[src/rtl/coin_accumulator.sv]
// Coin-count producer for the vending display path: debounces the coin switch,
// accumulates coins into cs, and sequences purchase and coin-return pulses.
module coin_accumulator #(
  parameter int unsigned DEBOUNCE_CYCLES = 4,
  parameter int unsigned PRICE           = 3,
  parameter int unsigned REFUND_GAP      = 2
) (
  input  logic       clk,
  input  logic       rst_n,
  input  logic       coin_in,
  input  logic       buy,
  input  logic       cancel,
  output logic [2:0] cs,
  output logic       dispense,
  output logic       change_pulse,
  output logic       coin_reject,
  output logic       busy
);

  localparam int unsigned CW  = 3;
  localparam int unsigned DBW = 8;
  localparam int unsigned GW  = 4;

  localparam logic [CW-1:0]  CS_MAX  = CW'(7);
  localparam logic [CW-1:0]  PRICE_C = CW'(PRICE);
  localparam logic [DBW-1:0] DB_LAST = DBW'(DEBOUNCE_CYCLES - 1);
  localparam logic [GW-1:0]  GAP     = GW'(REFUND_GAP);

  typedef enum logic [1:0] {
    ST_IDLE   = 2'd0,
    ST_VEND   = 2'd1,
    ST_RETURN = 2'd2
  } state_t;

  logic           sync1, sync2;
  logic           deb, deb_q;
  logic [DBW-1:0] db_cnt;
  logic           coin_event_c;

  state_t         state, state_n;
  logic [GW-1:0]  gap_cnt, gap_n;
  logic [CW-1:0]  cs_n;
  logic           dispense_n, change_n, reject_n, busy_n;

  // Synchronize and debounce coin_in; the debounced level only moves after a run of stable samples.
  always_ff @(posedge clk or negedge rst_n) begin
    if (!rst_n) begin
      sync1  <= 1'b0;
      sync2  <= 1'b0;
      deb    <= 1'b0;
      deb_q  <= 1'b0;
      db_cnt <= '0;
    end else begin
      sync1 <= coin_in;
      sync2 <= sync1;
      deb_q <= deb;
      if (sync2 == deb) begin
        db_cnt <= '0;
      end else if (db_cnt == DB_LAST) begin
        deb    <= sync2;
        db_cnt <= '0;
      end else begin
        db_cnt <= db_cnt + DBW'(1);
      end
    end
  end

  assign coin_event_c = deb & ~deb_q;

  // Next-state and next-output decode; every output below is registered.
  always_comb begin
    state_n    = state;
    cs_n       = cs;
    gap_n      = gap_cnt;
    dispense_n = 1'b0;
    change_n   = 1'b0;
    reject_n   = 1'b0;
    case (state)
      ST_IDLE: begin
        if (cancel && (cs != '0)) begin
          state_n  = ST_RETURN;
          gap_n    = '0;
          reject_n = coin_event_c;
        end else if (buy && (cs >= PRICE_C)) begin
          state_n    = ST_VEND;
          cs_n       = cs - PRICE_C;
          dispense_n = 1'b1;
          reject_n   = coin_event_c;
        end else if (coin_event_c) begin
          if (cs == CS_MAX) begin
            reject_n = 1'b1;
          end else begin
            cs_n = cs + CW'(1);
          end
        end
      end
      ST_VEND: begin
        reject_n = coin_event_c;
        gap_n    = '0;
        state_n  = (cs != '0) ? ST_RETURN : ST_IDLE;
      end
      ST_RETURN: begin
        reject_n = coin_event_c;
        if (cs == '0) begin
          state_n = ST_IDLE;
        end else if (gap_cnt == '0) begin
          change_n = 1'b1;
          cs_n     = cs - CW'(1);
          gap_n    = GAP;
        end else begin
          gap_n = gap_cnt - GW'(1);
        end
      end
      default: begin
        state_n = ST_IDLE;
      end
    endcase
    busy_n = (state_n != ST_IDLE);
  end

  // State and output registers.
  always_ff @(posedge clk or negedge rst_n) begin
    if (!rst_n) begin
      state        <= ST_IDLE;
      gap_cnt      <= '0;
      cs           <= '0;
      dispense     <= 1'b0;
      change_pulse <= 1'b0;
      coin_reject  <= 1'b0;
      busy         <= 1'b0;
    end else begin
      state        <= state_n;
      gap_cnt      <= gap_n;
      cs           <= cs_n;
      dispense     <= dispense_n;
      change_pulse <= change_n;
      coin_reject  <= reject_n;
      busy         <= busy_n;
    end
  end

endmodule

[config.mk]
export PLATFORM = sky130hd
export DESIGN_NAME = coin_accumulator
export DESIGN_NICKNAME = d
export VERILOG_FILES = /design/src/rtl/coin_accumulator.sv
export SDC_FILE = /design/constraint.sdc
export NUM_CORES = 1
export LEC_CHECK = 0
export CORE_MARGIN = 1.5
export CORE_UTILIZATION = 40
export DETAILED_ROUTE_END_ITERATION = 12
export PLACE_DENSITY_LB_ADDON = 0.1
export SLEW_MARGIN = 20
export SYNTH_ARGS = -nofsm -noshare
export SYNTH_HDL_FRONTEND = slang
export SYNTH_SLANG_ARGS = --single-unit
[constraint.sdc]
create_clock -name clk -period 1.85 [get_ports clk]
set_input_delay 0.37 -clock clk [delete_from_list [all_inputs] [get_ports clk]]
set_output_delay 0.37 -clock clk [all_outputs]
set_load 0.02 [all_outputs]
==> impl_results.md, run 1 <==
* Post-Syn Nets at 145
* Status: completed
* Pint at 1.65 mW
* Clk network pwr share at 0.084
* Cell taking the most area after synthesis: dfrtp_1
* Die W at slightly above 60 µm
* Slew Limit Fails at 0
* Pre-antenna DRT Iters at 4
* Layout Nets at 166
* Max frequency at 0.568 GHz
* Register bit total from synthesis at 25
* CTS Buf Count at 3
* WP data required at about 2.1 ns
* Fin Setup TNS at 0 ns
* Maximum clock path buffer count at 2
* HP Class: reg -> reg
* Crit Path Category: reg -> reg
* CTS H-tree lvls at 1
* DR iter-0 viols at 33
* Antenna-violating nets left at 0
* Worst rel slew slack at 0.783
* Library cells used by synthesis at 40
* Fin cells at 194
* Post-synthesis instance total at 128
* P_sw at 1.17 mW
* Final Hold Viols at 0
* Most instantiated library cell after synthesis: dfrtp_1
* Initial antenna violation count at 0
* Sw frac at 0.415
* Max FO, Critical Path at 4
* Clock Skew at 0.0148 ns
* Clock slew seen by the registers of the worst setup and hold paths at 0.14 ns
* Post-Place Cell Area at 1580 µm²
* Proportion of power drawn by combinational gates at 0.604
* Drt total wl at 2.52 mm
* Global-route wire length before repair at about 4.3 mm
* Setup WS post-layout at around 0.09 ns
* Drt via density at 5.03
* Worst-margin pin slew at 0.326 ns
* Most used DFF post-synth: dfrtp_1
* Die Ht at ~60 µm
* Pwr Total at 2.81 mW
* Count of final setup violators at 0
* GR Util All Layers at 0.156
* Pre-CTS WS at 0.0145 ns
* Initial Util at 0.416
* DR WL/cell at 13.0 µm
* Asr flop ratio synth at 1.00
* Residual DRC at 0
* Commonest cells in the netlist: dfrtp_1, ha_1, inv_1
* Final core utilization at 0.495
* Vias at between 900 and 1k
* Dpl cells at 189
* Final Cell Area at 1640 µm²
* Ys Warns at 0
* Most frequent CP cell: ha_1
* Number of enable flip-flop cells after synthesis at 0
* Register area share after synthesis at 0.455
* Pwr Density at 1720 nW/µm²
* CTS tree: built
* Period utilization at 0.952
* PortBufs at 11
* CP Data Arrival Time at 2.03 ns
* Die ar. at 3800 µm²
* Critical Path Sink Type: flop
* Leak at around 0.77 nW
* Post-synthesis instance area at approximately 1400 µm²
* Area Growth Syn to Fin at 19.1%
* Clock sink count at 25
* Largest net degree at the start of global routing at 26
* Synth top area cells: dfrtp_1, ha_1, xor2_1, inv_1, nor2_1
* Slowest-stage cell, CP: dfrtp_1
* Syn_area_per_cell at 10.8 µm²
* WHS at 0.364 ns
* Worst setup SP type: flop
* Layout cells sized above 1 at 0.155
* Share of the synthesized area in the top cell type at 0.455
* Crit path cell chain: ha_1 > ha_1 > a211o_1 > and3_1 > a221oi_1 > mux2_4
* Diodes inserted at 0
* CP peak stage delay at between 0.4 and 0.5 ns
* Tmin final at 1.76 ns
* # Max-Cap Violations at 0
* HPWL Detailed at 1.88 mm
* Row cnt at 21
* Clk Latency, worst-skew pair at roughly 0.32 ns
* Sequential power share at 0.312
* Total congestion overflow at 0
* Core Region at 3310 µm²
* Number of global-route vias before repair at about 950
* Clk Tree Root Cell: clkbuf_4
* GP Congestion at approximately 0.75
* # IOs at 12
* Maximum VDD drop at between 800 and 900 µV
[flip-flops by register name (all words and copies together), names as in the netlist]
register,cells
state,2
db_cnt,8
sync2,1
sync1,1
deb,1
busy,1
cs,3
deb_q,1
coin_reject,1
gap_cnt,4
change_pulse,1
dispense,1
[routing by layer]
layer / global-route usage / wire [µm]
met1: 0.211 / 1180
met2: 0.250 / 1230
met3: 0.0420 / 96
met4: 0.0365 / 19
met5: 0 / 0
[critical path: cells and delay by family (launching register included)]
family | cells | cell delay, ns
adders and majority gates | 2 | 0.41
and+or+nand+nor | 1 | 0.17
DFF | 1 | 0.43
muxes | 1 | 0.19
AOI/OAI and AO/OA | 2 | 0.53
[power groups by stage]
stage	Clock, mW	Combinational [mW]	Sequential (mW)
3_3_place_gp	0	1.60	0.883
5_1_grt	0.271	1.89	0.907
6_report	0.237	1.70	0.877
3_5_place_dp	0	1.62	0.890
4_1_cts	0.257	1.65	0.869
2_1_floorplan	0	1.08	0.944
[worst paths after layout]
kind / start / end / slack [ns] / cells past startpoint
setup / recovery: cs[0] / cs[2] / 0.09 / 6
hold / removal: sync1 / sync2 / 0.36 / 0
setup reg to reg: cs[0] / cs[2] / 0.09 / 6
hold reg to reg: sync1 / sync2 / 0.36 / 0
max in group asynchronous: rst_n / coin_reject / 1.20 / 2
min in group asynchronous: rst_n / gap_cnt[2] / 0.39 / 2
[cell usage in the layout (no fill, tap or decap), drive strengths merged, types with 5 or more instances in the layout]
cell and instances:
ha 12, xor2 6, and3 5, inv 11, clkdlybuf4s50 10, nor2 10
nand3 5, nand2 7, buf 6, a31oi 5, dfrtp 25
[kinds of logic (layout without fill, tap and decap cells)]
group / count (synthesis) / in the layout / share of synthesized area
multiplexers: 3 / 3 / 0.0264
adder cells (fa/ha/maj): 12 / 12 / 0.109
buffers and inverters: 12 / 32 / 0.0336
flip-flops: 25 / 25 / 0.455
AO/OA/AOI/OAI: 26 / 26 / 0.153
XOR/XNOR: 10 / 10 / 0.0636
AND/OR/NAND/NOR: 40 / 40 / 0.160
[area by class of cell]
class	count	area (µm²)
inverter	11	41.3
sequential	25	626
timing repair buffer	17	158
tap	46	57.6
fill	314	1670
multi-input combinational	91	729
clock buffer	3	22.5
clock inverter	1	5.00
[repair_timing]
item	CTS	global route
setup buffers	1	0
resized for setup	0	7
pin swaps	0	1
hold buffers	0	0
gates cloned	0	0
setup endpoints to repair	1	7
(Power assumes the default switching activity.)
==> run 2: changes to the inputs <==
ABC_AREA = 1   (was default)
GPL_ROUTABILITY_DRIVEN = 1   (was default)
==> run 2 against run 1 <==
  * Synthesized cell count is 23% higher
  * Total power is 6.5% lower
  * First-iteration DRC count is 110% higher
  * Synthesized area is 2.2% higher
  * Largest cell class unchanged
  * Wire length is 5.7% lower
  * Setup slack worse by 0.011 ns
  * Maximum frequency is 0.65% lower
==> impl_results.md, run 2 <==
* Status: completed (unchanged)
* Critical Path Sink Type: primary output (was flop)
* Global-route wire length before repair at 4.36 mm (was 4.29 mm)
* Pre-CTS WS at 0.275 ns (was 0.0145 ns)
* Slowest-stage cell, CP: clkdlybuf4s50_1 (was dfrtp_1)
* Period utilization at 0.958 (was 0.952)
* Worst r2r dst: cs[2] (unchanged)
* PortBufs at 11 (unchanged)
* Largest Register: db_cnt (unchanged)
* DR iter-0 viols at 70 (was 33)
* Number of enable flip-flop cells after synthesis at 0 (unchanged)
* Cell taking the most area after synthesis: dfrtp_1 (unchanged)
* Register bit total from synthesis at 25 (unchanged)
* Core Region at 3360 µm² (was 3310 µm²)
* RSZ-0062 raised after global routing: no
* Max frequency at 0.564 GHz (was 0.568 GHz)
* WHS at 0.368 ns (was 0.364 ns)
* GR Layer Usage met2 at 0.238 (was 0.250)
* Worst r2r src: cs[0] (unchanged)
* Row cnt at 21 (unchanged)
* P_sw at 1.24 mW (was 1.17 mW)
* Register area share after synthesis at 0.445 (was 0.455)
* Crit path to: cs[1] (was cs[2])
* Setup WS post-layout at 0.0780 ns (was 0.0895 ns)
* Ys Warns at 0 (unchanged)
* CP bufs+invs at 1 (was 0)
* Drt total wl at 2.38 mm (was 2.52 mm)
* # IOs at 12 (unchanged)
* Initial Util at 0.418 (was 0.416)
* Asr flop ratio synth at 1.00 (unchanged)
* Die W at 62.3 µm (was 61.7 µm)
* Clk Latency, worst-skew pair at 0.32 ns (about the same)
* Critical path depth in cells at 1 (was 6)
* Slew Limit Fails at 0 (unchanged)
* Leak at 0.764 nW (was 0.768 nW)
* Most frequent cells in the layout: nand2_1, inv_1, dfrtp_1 (was dfrtp_1, inv_1, nor2_1, ha_1, clkdlybuf4s50_1)
* GRT Max-Usage Layer: met2 (unchanged)
* Die ar. at 3880 µm² (was 3800 µm²)
* Tmin final at 1.77 ns (was 1.76 ns)
* Post-synthesis compound-gate area fraction at 0.0730 (was 0.153)
* Most used DFF post-synth: dfrtp_1 (unchanged)
* Mux cell area share after synthesis at 0 (was 0.0264)
* Worst-margin pin slew at 0.341 ns (was 0.326 ns)
* Clk Tree Root Cell: clkbuf_4 (unchanged)
* Diodes inserted at 0 (unchanged)
* Synth Area in Adders at 0.107 (was 0.109)
* Die Ht at 62.3 µm (was 61.7 µm)
* Count of final setup violators at 0 (unchanged)
* Post-synthesis simple-gate area fraction at 0.274 (was 0.160)
* Pre-antenna DRT Iters at 4 (unchanged)
* Most common cell after layout, fill and taps aside: nand2_1 (was dfrtp_1)
* Layout Nets at 190 (was 166)
* Crit Path Category: reg -> out (was reg -> reg)
* Residual DRC at 0 (unchanged)
* CTS tree: built (unchanged)
* CTS Buf Count at 3 (unchanged)
* Final core utilization at 0.478 (was 0.495)
* Library cells used by synthesis at 25 (was 40)
* Sequential power share at 0.326 (was 0.312)
* Final Hold Viols at 0 (unchanged)
* Pwr Density at 1630 nW/µm² (was 1720 nW/µm²)
* Sw frac at 0.472 (was 0.415)
* Drt via density at 4.69 (was 5.03)
* Post-synthesis instance area at 1410 µm² (was 1380 µm²)
* Biggest regs: db_cnt: 8 flops, gap_cnt: 4 flops, cs: 3 flops (unchanged)
* Reg2Reg Depth at 10 (was 6)
* HP Class: reg -> reg (unchanged)
* Crit path cell chain: clkdlybuf4s50_1 (was ha_1 > ha_1 > a211o_1 > and3_1 > a221oi_1 > mux2_4)
* Synth top area cells: dfrtp_1, ha_1, nand2_1, inv_1, nand3_1 (was dfrtp_1, ha_1, xor2_1, inv_1, nor2_1)
* Fin Setup TNS at 0 ns (unchanged)
* Number of global-route vias before repair at 998 (was 951)
* Post-Syn Nets at 174 (was 145)
* Post-CTS Setup Bufs at 0 (was 1)
* Largest family of logic cells by synthesized area: simple AND/OR/NAND/NOR gates (unchanged)
* CP Data Arrival Time at 1.40 ns (was 2.03 ns)
* Top Family by Delay on Critical Path: buffers and inverters (was compound AO/OA/AOI/OAI gates)
* HPWL Detailed at 1.88 mm (about the same)
* Share of the synthesized area in the top cell type at 0.445 (was 0.455)
* Largest net degree at the start of global routing at 26 (unchanged)
* Layout cells sized above 1 at 0.134 (was 0.155)
* Area Growth Syn to Fin at 14.4% (was 19.1%)
* Clk network pwr share at 0.100 (was 0.084)
* Vias at 1023 (was 976)
* DR WL/cell at 10.9 µm (was 13.0 µm)
* Max FO, Critical Path at 5 (was 4)
* Clock sink count at 25 (unchanged)
* Initial antenna violation count at 0 (unchanged)
* Fin cells at 218 (was 194)
* WP data required at 1.48 ns (was 2.12 ns)
* CP Launch Point: cs[1] (was cs[0])
* Pint at 1.39 mW (was 1.65 mW)
* Clock Skew at 0.00706 ns (was 0.0148 ns)
* WHS Path Cells at 0 (unchanged)
* Most instantiated library cell after synthesis: nand2_1 (was dfrtp_1)
* Antenna-violating nets left at 0 (unchanged)
* Syn_area_per_cell at 8.96 µm² (was 10.8 µm²)
* CP peak stage delay at 0.63 ns (was 0.43 ns)
* Post-synthesis instance total at 157 (was 128)
* Proportion of power drawn by combinational gates at 0.574 (was 0.604)
* Worst rel slew slack at 0.772 (was 0.783)
* Dpl cells at 214 (was 189)
* GR Util All Layers at 0.138 (was 0.156)
* GP Congestion at 0.844 (was 0.754)
* Clock slew seen by the registers of the worst setup and hold paths at 0.15 ns (was 0.14 ns)
* Worst setup SP type: flop (unchanged)
* Commonest cells in the netlist: nand2_1, dfrtp_1, inv_1 (was dfrtp_1, ha_1, inv_1)
* Maximum clock path buffer count at 2 (unchanged)
* # Max-Cap Violations at 0 (unchanged)
* Met1 global-route usage at 0.178 (was 0.211)
* Maximum VDD drop at 713 µV (was 835 µV)
* Xor/xnor share of the synthesized area at 0.0311 (was 0.0636)
* CTS H-tree lvls at 1 (unchanged)
* Total congestion overflow at 0 (unchanged)
* Reg2reg setup slack at 0.26 ns (was 0.09 ns)
* M3 GR Usage at 0.0181 (was 0.0420)
* Max reg flops at 8 (unchanged)
-- run 2: changes by cell type in the layout (fill, tap and decap cells not counted), sizes merged, moves of 5 or more --
cell	before	now
nand3	5	18
nor2	10	16
a31oi	5	0
buf	6	1
o21ai	3	9
nand2	7	32
and3	5	0
inv	11	26
-- run 2: cells by family (layout without fill, tap and decap cells) --
kind of cell | Yosys count | after routing
AND/OR/NAND/NOR | 73 | 73
buffers and inverters | 26 | 41
flip-flops | 25 | 25
AO/OA/AOI/OAI | 16 | 16
adder cells (fa/ha/maj) | 12 | 12
XOR/XNOR | 5 | 5
-- run 2: worst min-delay path by stage --
stage,start,end,slack [ns]
after floorplan,rst_n,busy,0.07
after global placement,sync1,sync2,0.33
after detailed placement,sync1,sync2,0.34
after CTS,sync1,sync2,0.37
after global routing,sync1,sync2,0.38
final,sync1,sync2,0.37
-- run 2: layout make-up --
cell class              instances  area [µm²]
fillers                       344        1750
multi-input cells             106         682
flip-flops and latches         25         627
repair buffers                 12         118
inverters                      25        93.8
well taps                      46        57.6
clock buffers                   3        22.5
clock inverters                 1        8.76
-- run 2: through the flow --
step / power [mW] / cell area (µm²)
CTS: 2.66 / 1610
global route: 2.90 / 1610
global placement: 2.36 / 1580
detailed placement: 2.38 / 1580
floorplan: 2.00 / 1410
finish: 2.63 / 1610
-- run 2: metal layers --
layer | vias to the layer above | part of all wire
met2 | 10 | 0.49
li1 | 535 | -
met3 | 2 | 0.023
met5 | - | 0
met4 | 0 | 0.0097
met1 | 476 | 0.48
-- run 2: power groups by stage --
stage | clock network (mW) | registers [mW] | logic [mW]
global route | 0.311 | 0.884 | 1.70
CTS | 0.279 | 0.855 | 1.53
detailed placement | 0 | 0.868 | 1.52
global placement | 0 | 0.861 | 1.50
floorplan | 0 | 0.913 | 1.09
finish | 0.264 | 0.855 | 1.51
-- run 2: repair_timing --
action                     4_1_cts  5_1_grt
gates resized for setup          0        1
setup endpoints to repair        0        1
hold buffers                     0        0
